### src/rtl/vector_issue_queue.sv
// Multi-entry vector instruction queue. It decodes the head entry into a
// one-hot unit-valid vector and runs the load/store handshakes with M_CU.
// An indexed load issues twice. Phase A sends the original word to unit 9.
// The head is then rewritten in place as a unit-stride load whose width
// field comes from the SEW captured at push. Phase B then follows the
// normal load path.
module vector_issue_queue #(
    parameter int DEPTH      = 4,
    parameter int NUM_UNITS  = 12,
    parameter int CFG_BUBBLE = 1
) (
    input  logic                       clk,
    input  logic                       rst,
    input  logic                       instr_vld_i,
    input  logic [31:0]                vector_instr_i,
    input  logic [31:0]                rs1_i,
    input  logic [31:0]                rs2_i,
    input  logic [1:0]                 sew_i,
    output logic                       vector_stall_o,
    output logic [$clog2(DEPTH+1)-1:0] occupancy_o,
    input  logic [NUM_UNITS-1:0]       unit_rdy_i,
    output logic [NUM_UNITS-1:0]       unit_vld_o,
    output logic [31:0]                vector_instr_o,
    output logic [31:0]                scalar_rs1_o,
    output logic [31:0]                scalar_rs2_o,
    output logic                       mcu_ld_vld_o,
    input  logic                       mcu_ld_rdy_i,
    input  logic                       mcu_ld_buffered_i,
    output logic                       mcu_st_vld_o,
    input  logic                       mcu_st_rdy_i,
    output logic [31:0]                mcu_base_addr_o,
    output logic [31:0]                mcu_stride_o,
    output logic [2:0]                 mcu_data_width_o,
    output logic                       mcu_unit_ld_st_o,
    output logic                       mcu_strided_ld_st_o,
    output logic                       mcu_idx_ld_st_o
);
    localparam int CW = $clog2(DEPTH + 1);
    localparam int PW = $clog2(DEPTH);
    localparam int BW = (CFG_BUBBLE > 0) ? $clog2(CFG_BUBBLE + 1) : 1;

    logic [31:0]   instr_q [DEPTH];
    logic [31:0]   rs1_q   [DEPTH];
    logic [31:0]   rs2_q   [DEPTH];
    logic [1:0]    sew_q   [DEPTH];
    logic [PW-1:0] rd_ptr_q, wr_ptr_q;
    logic [CW-1:0] count_q, count_d;
    logic          ld_sent_q;
    logic [BW-1:0] bub_q;

    logic          head_vld, active, push, pop, fire, phase_a;
    logic [31:0]   head_instr, head_rw;
    logic [6:0]    opcode;
    logic [2:0]    funct3, new_w;
    logic [1:0]    mop;
    logic          f6_mul;
    logic          is_ld, is_st;
    logic [11:0]   unit_sel, unit_vld;

    assign head_vld   = (count_q != '0);
    assign active     = head_vld && (bub_q == '0);
    assign head_instr = instr_q[rd_ptr_q];
    assign opcode     = head_instr[6:0];
    assign funct3     = head_instr[14:12];
    assign mop        = head_instr[27:26];
    assign f6_mul     = (head_instr[31:29] == 3'b101);
    assign is_ld      = (opcode == 7'b0000111);
    assign is_st      = (opcode == 7'b0100111);

    // Decode the head entry into its target unit (zero when unmapped)
    always_comb begin
        unit_sel = '0;
        if (opcode == 7'b1010111) begin
            case (funct3)
                3'b000:  unit_sel[0] = 1'b1;
                3'b011:  unit_sel[1] = 1'b1;
                3'b100:  unit_sel[2] = 1'b1;
                3'b010:  unit_sel[f6_mul ? 5 : 3] = 1'b1;
                3'b110:  unit_sel[f6_mul ? 6 : 4] = 1'b1;
                3'b111:  unit_sel[7] = 1'b1;
                default: unit_sel = '0;
            endcase
        end else if (is_ld) begin
            unit_sel[mop[0] ? 9 : 8] = 1'b1;
        end else if (is_st) begin
            unit_sel[mop[0] ? 11 : 10] = 1'b1;
        end
    end

    // Gate the decoded unit by the M_CU conditions of its class
    always_comb begin
        unit_vld = '0;
        if (active) begin
            if (unit_sel[8])
                unit_vld[8] = ld_sent_q && mcu_ld_buffered_i;
            else if (unit_sel[10] || unit_sel[11])
                unit_vld = mcu_st_rdy_i ? unit_sel : '0;
            else
                unit_vld = unit_sel;
        end
    end

    // Width field for the phase B rewrite, taken from the SEW captured at push
    always_comb begin
        case (sew_q[rd_ptr_q])
            2'b00:   new_w = 3'b000;
            2'b01:   new_w = 3'b101;
            2'b10:   new_w = 3'b110;
            default: new_w = 3'b111;
        endcase
    end

    assign head_rw  = {head_instr[31:28], 2'b00, head_instr[25:15], new_w, head_instr[11:0]};
    assign fire     = |(unit_vld & unit_rdy_i[11:0]);
    assign phase_a  = fire && unit_sel[9];
    assign pop      = active && ((fire && !unit_sel[9]) || (unit_sel == '0));
    assign push     = instr_vld_i && (count_q != CW'(DEPTH));
    assign count_d  = count_q + CW'(push) - CW'(pop);

    // Entry storage: push at the tail, phase A rewrite at the head
    always_ff @(posedge clk) begin
        if (push) begin
            instr_q[wr_ptr_q] <= vector_instr_i;
            rs1_q[wr_ptr_q]   <= rs1_i;
            rs2_q[wr_ptr_q]   <= rs2_i;
            sew_q[wr_ptr_q]   <= sew_i;
        end
        if (phase_a)
            instr_q[rd_ptr_q] <= head_rw;
    end

    // Pointers, count, load-sent flag and post-OPCFG bubble counter
    always_ff @(posedge clk) begin
        if (rst) begin
            rd_ptr_q  <= '0;
            wr_ptr_q  <= '0;
            count_q   <= '0;
            ld_sent_q <= 1'b0;
            bub_q     <= '0;
        end else begin
            count_q <= count_d;
            if (push) wr_ptr_q <= wr_ptr_q + PW'(1);
            if (pop)  rd_ptr_q <= rd_ptr_q + PW'(1);
            if (pop)
                ld_sent_q <= 1'b0;
            else if (mcu_ld_vld_o && mcu_ld_rdy_i)
                ld_sent_q <= 1'b1;
            if (pop && unit_sel[7])
                bub_q <= BW'(CFG_BUBBLE);
            else if (bub_q != '0)
                bub_q <= bub_q - BW'(1);
        end
    end

    assign vector_stall_o      = (count_q == CW'(DEPTH));
    assign occupancy_o         = count_q;
    assign unit_vld_o          = NUM_UNITS'(unit_vld);
    assign mcu_ld_vld_o        = active && unit_sel[8] && !ld_sent_q;
    assign mcu_st_vld_o        = active && is_st;
    assign vector_instr_o      = head_vld ? head_instr : '0;
    assign scalar_rs1_o        = head_vld ? rs1_q[rd_ptr_q] : '0;
    assign scalar_rs2_o        = head_vld ? rs2_q[rd_ptr_q] : '0;
    assign mcu_base_addr_o     = scalar_rs1_o;
    assign mcu_stride_o        = scalar_rs2_o;
    assign mcu_data_width_o    = head_vld ? funct3 : '0;
    assign mcu_unit_ld_st_o    = head_vld && (mop == 2'b00);
    assign mcu_strided_ld_st_o = head_vld && (mop == 2'b10);
    assign mcu_idx_ld_st_o     = head_vld && (mop == 2'b01);
endmodule

### config.mk
export PLATFORM = sky130hd
export DESIGN_NAME = vector_issue_queue
export DESIGN_NICKNAME = d
export VERILOG_FILES = /design/src/rtl/vector_issue_queue.sv
export SDC_FILE = /design/constraint.sdc
export NUM_CORES = 1
export LEC_CHECK = 0
export CORE_MARGIN = 5
export CORE_UTILIZATION = 48
export DETAILED_ROUTE_END_ITERATION = 8
export PLACE_DENSITY_LB_ADDON = 0.12
export REMOVE_ABC_BUFFERS = 1
export SKIP_CTS_REPAIR_TIMING = 1
export SLEW_MARGIN = 20
export SYNTH_ARGS = -nofsm -noshare
export SYNTH_HDL_FRONTEND = slang
export SYNTH_SLANG_ARGS = --single-unit
### constraint.sdc
create_clock -name clk -period 3.9 [get_ports clk]
set_input_delay 0.39 -clock clk [delete_from_list [all_inputs] [get_ports clk]]
set_output_delay 0.39 -clock clk [all_outputs]
set_load 0.01 [all_outputs]
# Word level (Yosys, flattened, before mapping)
# Memories as Yosys holds them, arrays and structs flattened. A register that Yosys moved wholly into a read port is not among the register bits.
# Cells that the tools add are included.
classes:
  n_addsub: 5
  n_mul: 0
  div: 0
  n_lt_le_gt_ge: 8
  eq_ne: 15
  shift: 0
  mux: 46
  n_bitwise: 2
  n_reduce_logical: 29
ops:
  columns: ["operator", "n"]
  rows:
  - ["32-bit 2-to-1 mux", 3]
  - ["12-bit 2-to-1 mux", 6]
  - ["1-bit logical AND", 18]
  - ["2-bit 2-to-1 mux", 9]
  - ["1-bit demux with 4-bit select", 4]
  - ["4-bit case mux with 2 select lines", 2]
  - ["3-bit equality test, second input constant", 5]
  - ["1-bit 2-to-1 mux", 13]
  - ["12-bit AND", 1]
  - ["12-bit zero test", 1]
  - ["1-bit case mux with 3 select lines", 4]
  - ["12-bit OR reduction", 1]
  - ["3-bit by 5-bit < comparator with 1-bit output, second input constant", 2]
  - ["4-bit by 5-bit < comparator with 1-bit output, second input constant", 2]
  - ["3-bit 2-to-1 mux", 3]
  - ["3-bit case mux with 3 select lines", 1]
  - ["4-bit by 1-bit greater-or-equal comparator with 1-bit output, second input constant", 2]
  - ["8-bit 2-to-1 mux", 1]
  - ["7-bit by 3-bit equality test with 1-bit output, second input constant", 1]
  - ["7-bit by 6-bit equality test with 1-bit output, second input constant", 1]
  - ["7-bit equality test, second input constant", 1]
  - ["3-bit by 2-bit equality test with 1-bit output, second input constant", 2]
  - ["3-bit by 1-bit greater-or-equal comparator with 1-bit output, second input constant", 2]
  - ["2-bit by 1-bit adder with 2-bit output, second input constant", 2]
  - ["other kinds (13)", 18]
totals:
  reg_bits: 9
  latch_bits: 0
  ramBits: 392
  mem_bits_ro: 0
  in_bits: 116
  output_inout_bits: 184
  word_cells: 114
  n_memories: 4
memory_table:
  columns: ["name", "words", "word_bits", "read_ports", "rd_ports_with_merged_regs", "wr", "line", "text"]
  rows:
  - ["instr_q", 4, 32, 1, 1, 2, "42", "logic [31:0] instr_q [DEPTH];"]
  - ["rs1_q", 4, 32, 1, 1, 1, "43", "logic [31:0] rs1_q [DEPTH];"]
  - ["rs2_q", 4, 32, 1, 1, 1, "44", "logic [31:0] rs2_q [DEPTH];"]
  - ["sew_q", 4, 2, 1, 1, 1, "45", "logic [1:0] sew_q [DEPTH];"]

# Depth between registers and ports, before layout
logic_depth:
  word_depth: 19
  depth_mapped: 16
  mapped_depth_nobuf: 14

# Worst setup path before layout
# OpenSTA, ideal clock, no wires.
synth_path:
  path_type: "reg2reg"
  from: "register count_q[1], in the netlist occupancy_o[1]"
  to: "memory rs1_q[2][0], enable pin"
  t_arrival_ps: 3311
  t_required_ps: 3444
  setup_slack_ps: 132
  stages_incl_launch_ff: 7
  path_buffers: 3
  path_cell_list: "dfxtp_1 nor3b_1 nor2b_1 clkbuf_1 and2_1 clkbuf_1 clkbuf_1"
synth_via:
  elab_chain_cells: 4
synth_rtl:
  columns: ["element", "line", "text"]
  rows:
  - ["start, declared", "47", "logic [CW-1:0] count_q, count_d;"]
  - ["start signal, assigned", "141", "count_q <= count_d;"]
  - ["3-bit inequality test", "117", "assign push = instr_vld_i && (count_q != CW'(DEPTH));"]
  - ["1-bit logical AND", "117", null]
  - ["1-bit 2-to-1 mux", "122", "if (push) begin"]
  - ["1-bit 2-to-1 mux (implied by the code)", "124", "rs1_q[wr_ptr_q] <= rs1_i;"]
  - ["end, declared", "43", null]
# Every way passes these cells.

==> run metrics <==
status completed; Yosys cell types 53; Avg Inst Size Synth 14.88 um2; CP max FO 9; Cells after Synth 1207; Required @ worst endpoint 4310 ps; largest net degree at the start of global routing 99; CTS clock-pin slew for the worst setup and hold paths 60 ps; placed insts 1878; grt ovf 0; Syn. warnings 0; clock sink count 403; Hold Vio Cnt, Final 0; Hold Crit Class reg2reg; Die ar. 0.04138 mm2; hold slack 458.9 ps; die span in x 203.4 um; Initial DRC Count 784; vias in the first global route 11.26k; CTS H-tree depth 2; CP endpoint kind register; Routed WL per cell 22.06 um; Final Skew 14.69 ps; Global Route Usage Sum 0.2060; GPL Wtd Cong 0.8150; I/O pin total 300; max cap viols 0; crit path launch type register; Pwr Density 698.8 mW/mm2; Max IR drop VDD 0.0004865 V; CTS tree done; Final min period 3754 ps; Post-Route WL 43370 um; r2r endpoint occupancy_o[2]$_SDFF_PP0_; r2r setup slk 150 ps; worst r2r path cells 17; Die H 203.4 um; final cell count without fillers 1966; core area 0.03679 mm2; fin util 0.6140; cell taking the most area after synthesis edfxtp_1; Inserted Clock Buffers 44; DR vias 10.88k; hold path endpoint instr_q[0][26]$_SDFFE_PP0P_; WS Path Type reg2reg; Setup violations, final 0; post-synth top area share 0.6421; Max Clock Freq 0.2664 GHz; Final Cycle Share 0.9626; Starting Density 0.4882; Synth Cell Area 0.01796 mm2; Slew HR 0.5266; Layout area overhead 25.76%; DRC Markers 0; DR pass1 iterations 5; DR vias/cell 5.533; register area share after synthesis 0.6633; first-pass GRT wire length 66180 um; Synth area leaders edfxtp_1 (64%), mux4_2 (12%), nand2_1 (4.8%), and2_1 (3.4%), buf_4 (2.8%); critical path arrival 4170 ps; Nets 1593; overall power 15.78 mW; Clock Path Buffers 3; leakage power total 8.124 nW; post-DP HPWL 26580 um; worst skew pair latency 550 ps; flops & latches, synth 403; IO Port Bufs 299; layout cell share with drive strength beyond 1 0.1555; worst hold start instr_q[0][26]$_SDFFE_PP0P_; Layout fillers 2791; site row count 70; CTS Root Cell clkbuf_16; hold depth 2; Pins Over Slew Limit 0; Antenna Cells 0; initial antenna violation count 4; Worst Max-Slew Pin Slew 710.1 ps; Post-DRT Antenna Nets 0
cell usage in the layout, fill, tap and decap left out, types with 4 or more instances in the layout:
master,netlist,layout
clkbuf_16,0,45
nand2_1,231,231
buf_4,67,43
buf_12,1,10
mux2i_1,4,4
edfxtp_1,384,384
mux4_2,97,97
o21ai_0,5,5
a21oi_1,7,7
nand3_1,92,92
and3_1,18,18
nor2_1,27,26
clkinv_2,1,10
inv_1,16,13
nor2b_1,6,6
nor3_1,4,4
dfxtp_1,19,17
clkbuf_1,29,6
clkinv_1,0,12
and2_1,98,97
clkdlybuf4s50_1,0,297
ha_1,10,10
through the flow:
| stage | setup TNS [ps] | setup WS [ps] | instance area [um2] |
|---|---|---|---|
| floorplan | -1094390 | -3632 | 17070 |
| global placement | 0 | 95.34 | 21140 |
| detailed placement | 0 | 82.24 | 21140 |
| CTS | -145.8 | -128.0 | 22490 |
| global route | -15.77 | -15.77 | 22590 |
| finish | 0 | 145.8 | 22590 |
power by group:
group	internal, mW	switching (mW)	total (mW)
Combinational	3.37	3.00	6.37
Sequential	5.32	0.167	5.49
Clock	2.30	1.63	3.92
Total	11.0	4.79	15.8
logic make-up (layout without fill, tap and decap cells):
| family | Yosys count | after routing | synth area share |
|---|---|---|---|
| AOI/OAI and AO/OA | 25 | 25 | 0.01094 |
| xor gates and xnor gates | 3 | 3 | 0.001463 |
| adders and majority gates | 11 | 11 | 0.008082 |
| buffers and inverters | 158 | 449 | 0.05295 |
| DFF | 403 | 403 | 0.6633 |
| muxes | 103 | 103 | 0.1260 |
| and+or+nand+nor | 504 | 504 | 0.1373 |
flip-flops by register name, indices dropped and copies added (netlist names), named ones only:
signal and count:
bub_q 1, instr_q 128, ld_sent_q 1, occupancy_o 3, rd_ptr_q 2, rs1_q 128
rs2_q 128, sew_q 8, wr_ptr_q 2
per-layer routing:
| layer | global-route usage | up-vias | share of wire | wire, um |
|---|---|---|---|---|
| met5 | 0 | - | 0.00099 | 43 |
| met4 | 0.05469 | 8 | 0.019 | 811 |
| met3 | 0.04595 | 67 | 0.075 | 3268 |
| met2 | 0.3501 | 425 | 0.50 | 21740 |
| met1 | 0.2715 | 5437 | 0.40 | 17510 |
| li1 | - | 4941 | - | - |
how the worst max path moves through the flow:
stage	slack, ps	to
global placement	100	occupancy_o[2]$_SDFF_PP0_
global route	-20	occupancy_o[2]$_SDFF_PP0_
detailed placement	80	occupancy_o[2]$_SDFF_PP0_
finish	150	occupancy_o[2]$_SDFF_PP0_
CTS	-130	unit_vld_o[8]
floorplan	-3630	instr_q[2][0]$_DFFE_PP_
worst max-delay path, stage by stage (launching register included):
cell      delay [ps]
dfxtp_4          430
clkbuf_4         210
buf_4            130
mux4_2           540
nand4b_4         150
buf_4            180
nor4_1            90
nor4_4           300
a31oi_4          150
nor2_2           160
inv_1             60
ha_1             270
inv_1             40
ha_1             190
fa_1             410
xnor2_1          170
xnor2_1          130
nor2_1            50
area by class of cell:
class,count,area [um2],share of cell area
repair buffers,354,3540,0.1567
clock inverters,27,205.2,0.009085
multi-input cells,646,5115,0.2265
well taps,468,585.6,0.02593
inverters,17,72.57,0.003213
flip-flops and latches,403,11920,0.5277
clock buffers,51,1149,0.05086
synthesized netlist by cell type (all sizes together):
cell type and count:
nor3b 3, o31a 2, nand2 231, nand4b 4, o41ai 1, buf 112
clkinv 1, nand3 92, mux4 98, a311oi 2, or4 1, clkbuf 29
or3 4, a21oi 7, edfxtp 384, a2111oi 1, mux2i 4, mux2 1
xnor2 3, nor2b 6, or2 1, nor4 4, o311ai 2, and3 18
o31ai 1, a41o 1, and4bb 2, a211o 1, nand2b 4, nor3 6
nand4 2, nor2 27, nand3b 1, a31oi 1, o21ai 6, dfxtp 19
fa 1, and2 98, ha 10, inv 16
(Power assumes the default switching activity.)
